==> src/rtl/full_adder.sv <==
// Registered ripple-carry adder: {cout,s} = a + b + cin, with signed-overflow flag.
// Latency: one clock; inputs sampled on a rising edge appear on the outputs after that edge.
// Backpressure: none; a new input set is accepted and a result produced on every clock.
module full_adder #(
  parameter int WIDTH = 1
) (
  input  logic             clk,
  input  logic             rst,
  input  logic [WIDTH-1:0] a,
  input  logic [WIDTH-1:0] b,
  input  logic             cin,
  output logic [WIDTH-1:0] s,
  output logic             cout,
  output logic             ovf,
  output logic             valid
);

  // One bit cell: returns {carry, sum}.
  function automatic logic [1:0] fa(input logic x, input logic y, input logic c);
    logic sum_bit;
    logic carry_bit;
    sum_bit   = x ^ y ^ c;
    carry_bit = (x & y) | (x & c) | (y & c);
    return {carry_bit, sum_bit};
  endfunction

  // carry[i] is the carry into bit i; carry[WIDTH] leaves the MSB.
  logic [WIDTH:0]   carry;
  logic [WIDTH-1:0] sum_n;

  logic [WIDTH-1:0] s_d, s_q;
  logic             cout_d, cout_q;
  logic             ovf_d, ovf_q;
  logic             valid_d, valid_q;

  // Ripple the carry through the bit cells from LSB to MSB.
  always_comb begin
    carry    = '0;
    sum_n    = '0;
    carry[0] = cin;
    for (int i = 0; i < WIDTH; i++) begin
      {carry[i+1], sum_n[i]} = fa(a[i], b[i], carry[i]);
    end
  end

  // Next-state values for the output registers. Overflow compares the carry
  // into the MSB with the carry out of it; for WIDTH=1 the carry in is cin.
  always_comb begin
    s_d     = sum_n;
    cout_d  = carry[WIDTH];
    ovf_d   = carry[WIDTH] ^ carry[WIDTH-1];
    valid_d = 1'b1;
  end

  // Output registers; reset wins over the sampled inputs and drops any result in flight.
  always_ff @(posedge clk) begin
    if (rst) begin
      s_q     <= '0;
      cout_q  <= 1'b0;
      ovf_q   <= 1'b0;
      valid_q <= 1'b0;
    end else begin
      s_q     <= s_d;
      cout_q  <= cout_d;
      ovf_q   <= ovf_d;
      valid_q <= valid_d;
    end
  end

  assign s     = s_q;
  assign cout  = cout_q;
  assign ovf   = ovf_q;
  assign valid = valid_q;

endmodule

==> config.mk <==
export PLATFORM = sky130hd
export DESIGN_NAME = full_adder
export DESIGN_NICKNAME = d
export VERILOG_FILES = /design/src/rtl/full_adder.sv
export SDC_FILE = /design/constraint.sdc
export NUM_CORES = 1
export LEC_CHECK = 0
export CAP_MARGIN = 20
export CORE_AREA = 4 4 41 43
export DETAILED_ROUTE_END_ITERATION = 12
export DIE_AREA = 0 0 45 47
export GPL_TIMING_DRIVEN = 0
export PLACE_DENSITY = 0.3
export SYNTH_ARGS = -nofsm -noshare
export SYNTH_HDL_FRONTEND = slang
export SYNTH_SLANG_ARGS = --single-unit
==> constraint.sdc <==
create_clock -name clk -period 1 [get_ports clk]
set_input_delay 0.2 -clock clk [delete_from_list [all_inputs] [get_ports clk]]
set_output_delay 0.2 -clock clk [all_outputs]
set_load 0.03 [all_outputs]
==> run_results.csv <==
group,metric,value,unit
routing,wl,254,um
timing,grt_setup_unrepaired,"false",
routing,wire_per_inst,7.06,um
timing,period_share,94.6,%
pwr,seqPwrFrac,40.2,%
setup_path,cp_max_fo,1,
synth,syn_area_per_cell,12.9,sq um
routing,drtIter0Drc,0,
grt,grt_pass1_vias,110,
timing,hold_slack,0.404,ns
clock_tree,cts_buffer_depth,2,
place,port_buffers,8,
pwr,p_per_area,1910,nW/um^2
routing,antenna_left,0,
clock_tree,cts_setup_buffers,0,
floorplanning,initial_core_util,9.90,%
setup_path,crit_buf_inv,1,
routing,drt_pre_antenna_iters,1,
floorplanning,core_area,1300,sq um
timing,fin_crit,0.946,ns
timing,max_freq,1060,MHz
layout,post-route-cell-area,229,sq um
setup_path,cp_top_family,"adder cells",
layout,nets,29,
routing,vias,106,
routing,viasPerCell,2.94,
setup_path,crit_type,"in2reg",
clock_tree,clock-sinks,4,
setup_path,start_kind,"input port",
floorplanning,die_area,2120,sq um
clock_tree,clockRootBuffer,"clkbuf_4",
layout,final_core_util,17.6,%
pwr,leakage,0.000105,uW
setup_path,cp.required,1.16,ns
synth,yosysWarnings,0,
grt,grt_use_total,3.48,%
routing,drcViolationCount,0,
pwr,pwr-share-clk,43.2,%
timing,hold_viol_final,0,
setup_path,critPathSlowestCell,"fa_2",
grt,grt_max_degree,5,
outcome,status,"complete, no violations",
timing,setup_viol,0,
setup_path,cp_cell_sequence,"dlygate4sd2_1 -> fa_2 -> nor2b_1",
synth,ys_seq_elements,4,
grt,gr-total-overflow,0,
layout,post_route_cells_drive_above_1_share,38.1,%
layout,insertedDiodeCount,0,
clock_tree,h-tree-depth,1,
pwr,ir_drop,0.000282,V
setup_path,slowest_delay,0.55,ns
synth,seq_area_frac_synth,62.1,%
grt,grt_pass1_wl,386,um
pwr,p_sw_share,23.3,%
synth,synth_fp_nets,16,
timing,slew_headroom,89.6,%
pwr,switching_power,102,uW
flow_run,maxCapViolCount,0,
floorplanning,io_pins,9,
synth,synth_cell_types,6,
timing,tightest_slew,0.158,ns
timing,drv_slew,0,
pwr,p_int,336,uW
synth,synth_cells,10,
synth,synth_area,129,sq um
clock_tree,clk_pin_slew,0.03,ns
floorplanning,rows,13,
place,gp_congestion,0.623,
clock_tree,cts_buffers,3,
floorplanning,die_x,45,um
layout,area_growth,77.7,%
grt,antenna_found_initial,0,
clock_tree,cts_tree,"done",
setup_path,critical_path_arrival,1.11,ns
hold_path,hold_path_class,"in2reg",
setup_path,cp-end-kind,"flop",
floorplanning,die_h,47,um
pwr,combPwrFrac,16.6,%
place,dpl-instance-area,228,sq um
==> cells in the final DEF (no fill, tap or decap) <==
master           netlist  final
nor2_1                 1      1
fa_2                   0      1
clkbuf_4               0      3
clkdlybuf4s50_1        0      1
inv_1                  1      1
xnor2_1                1      1
dlygate4sd2_1          0      3
buf_2                  0      4
dfxtp_1                4      4
nor2b_1                2      2
==> synth_stat cells <==
cell / number / share of area, %
inv_1: 1 / 2.9
nor2_1: 1 / 2.9
dfxtp_1: 4 / 62
fa_1: 1 / 16
nor2b_1: 2 / 9.7
xnor2_1: 1 / 6.8
==> final cells by class <==
class | instances | area [sq um]
Fill cell | 158 | 1070
Multi-Input combinational cell | 5 | 47.5
Sequential cell | 4 | 80.1
Tap cell | 15 | 18.8
Inverter | 1 | 3.75
Clock buffer | 3 | 22.5
Timing Repair Buffer | 8 | 56.3
==> logic make-up after synthesis <==
group / after synthesis / synth area share (%)
XOR/XNOR: 1 / 6.80
AND/OR/NAND/NOR: 3 / 12.6
buffers and inverters: 1 / 2.91
adder cells (fa/ha/maj): 1 / 15.5
flip-flops: 4 / 62.1
==> stage by stage <==
step | worst slack, ns | cells | power (uW) | TNS, ns
after floorplan | 0.0605 | 10 | 221 | 0
after global placement | -0.428 | 33 | 268 | -1.76
after detailed placement | -0.431 | 33 | 268 | -1.78
after CTS | 0.0617 | 36 | 452 | 0
after global routing | 0.0178 | 36 | 469 | 0
final | 0.0542 | 36 | 438 | 0
==> final timing paths <==
check / from / end / slack (ns) / cells after the start
max: a / s / 0.05 / 3
min: cin / ovf / 0.40 / 3
==> sequential cells by signal, summed over array words and instances, names as in the netlist <==
| signal | count |
|---|---|
| cout | 1 |
| ovf | 1 |
| s | 1 |
| valid | 1 |
==> timing repair <==
| item | in CTS | in global routing |
|---|---|---|
| endpoints found under the setup margin | 7 | 0 |
| hold buffers | 0 | 0 |
| gates resized for setup | 24 | 0 |
==> metal layers <==
metal  GRT usage (%)  up-vias  wire [um]
met4            5.26        0          0
met1            2.51       45         96
met2            3.11        9         89
met3            4.98        0         68
met5               0        -          0
li1                -       52          -
==> power groups by stage <==
stage	sequential, uW	clock [uW]	combinational (uW)
floorplan	205	0	15.7
global placement	179	0	89.1
detailed placement	179	0	88.8
CTS	177	202	73.6
global route	177	213	79.5
finish	176	190	72.6
No activity file was read; power rests on OpenSTA's default activity.
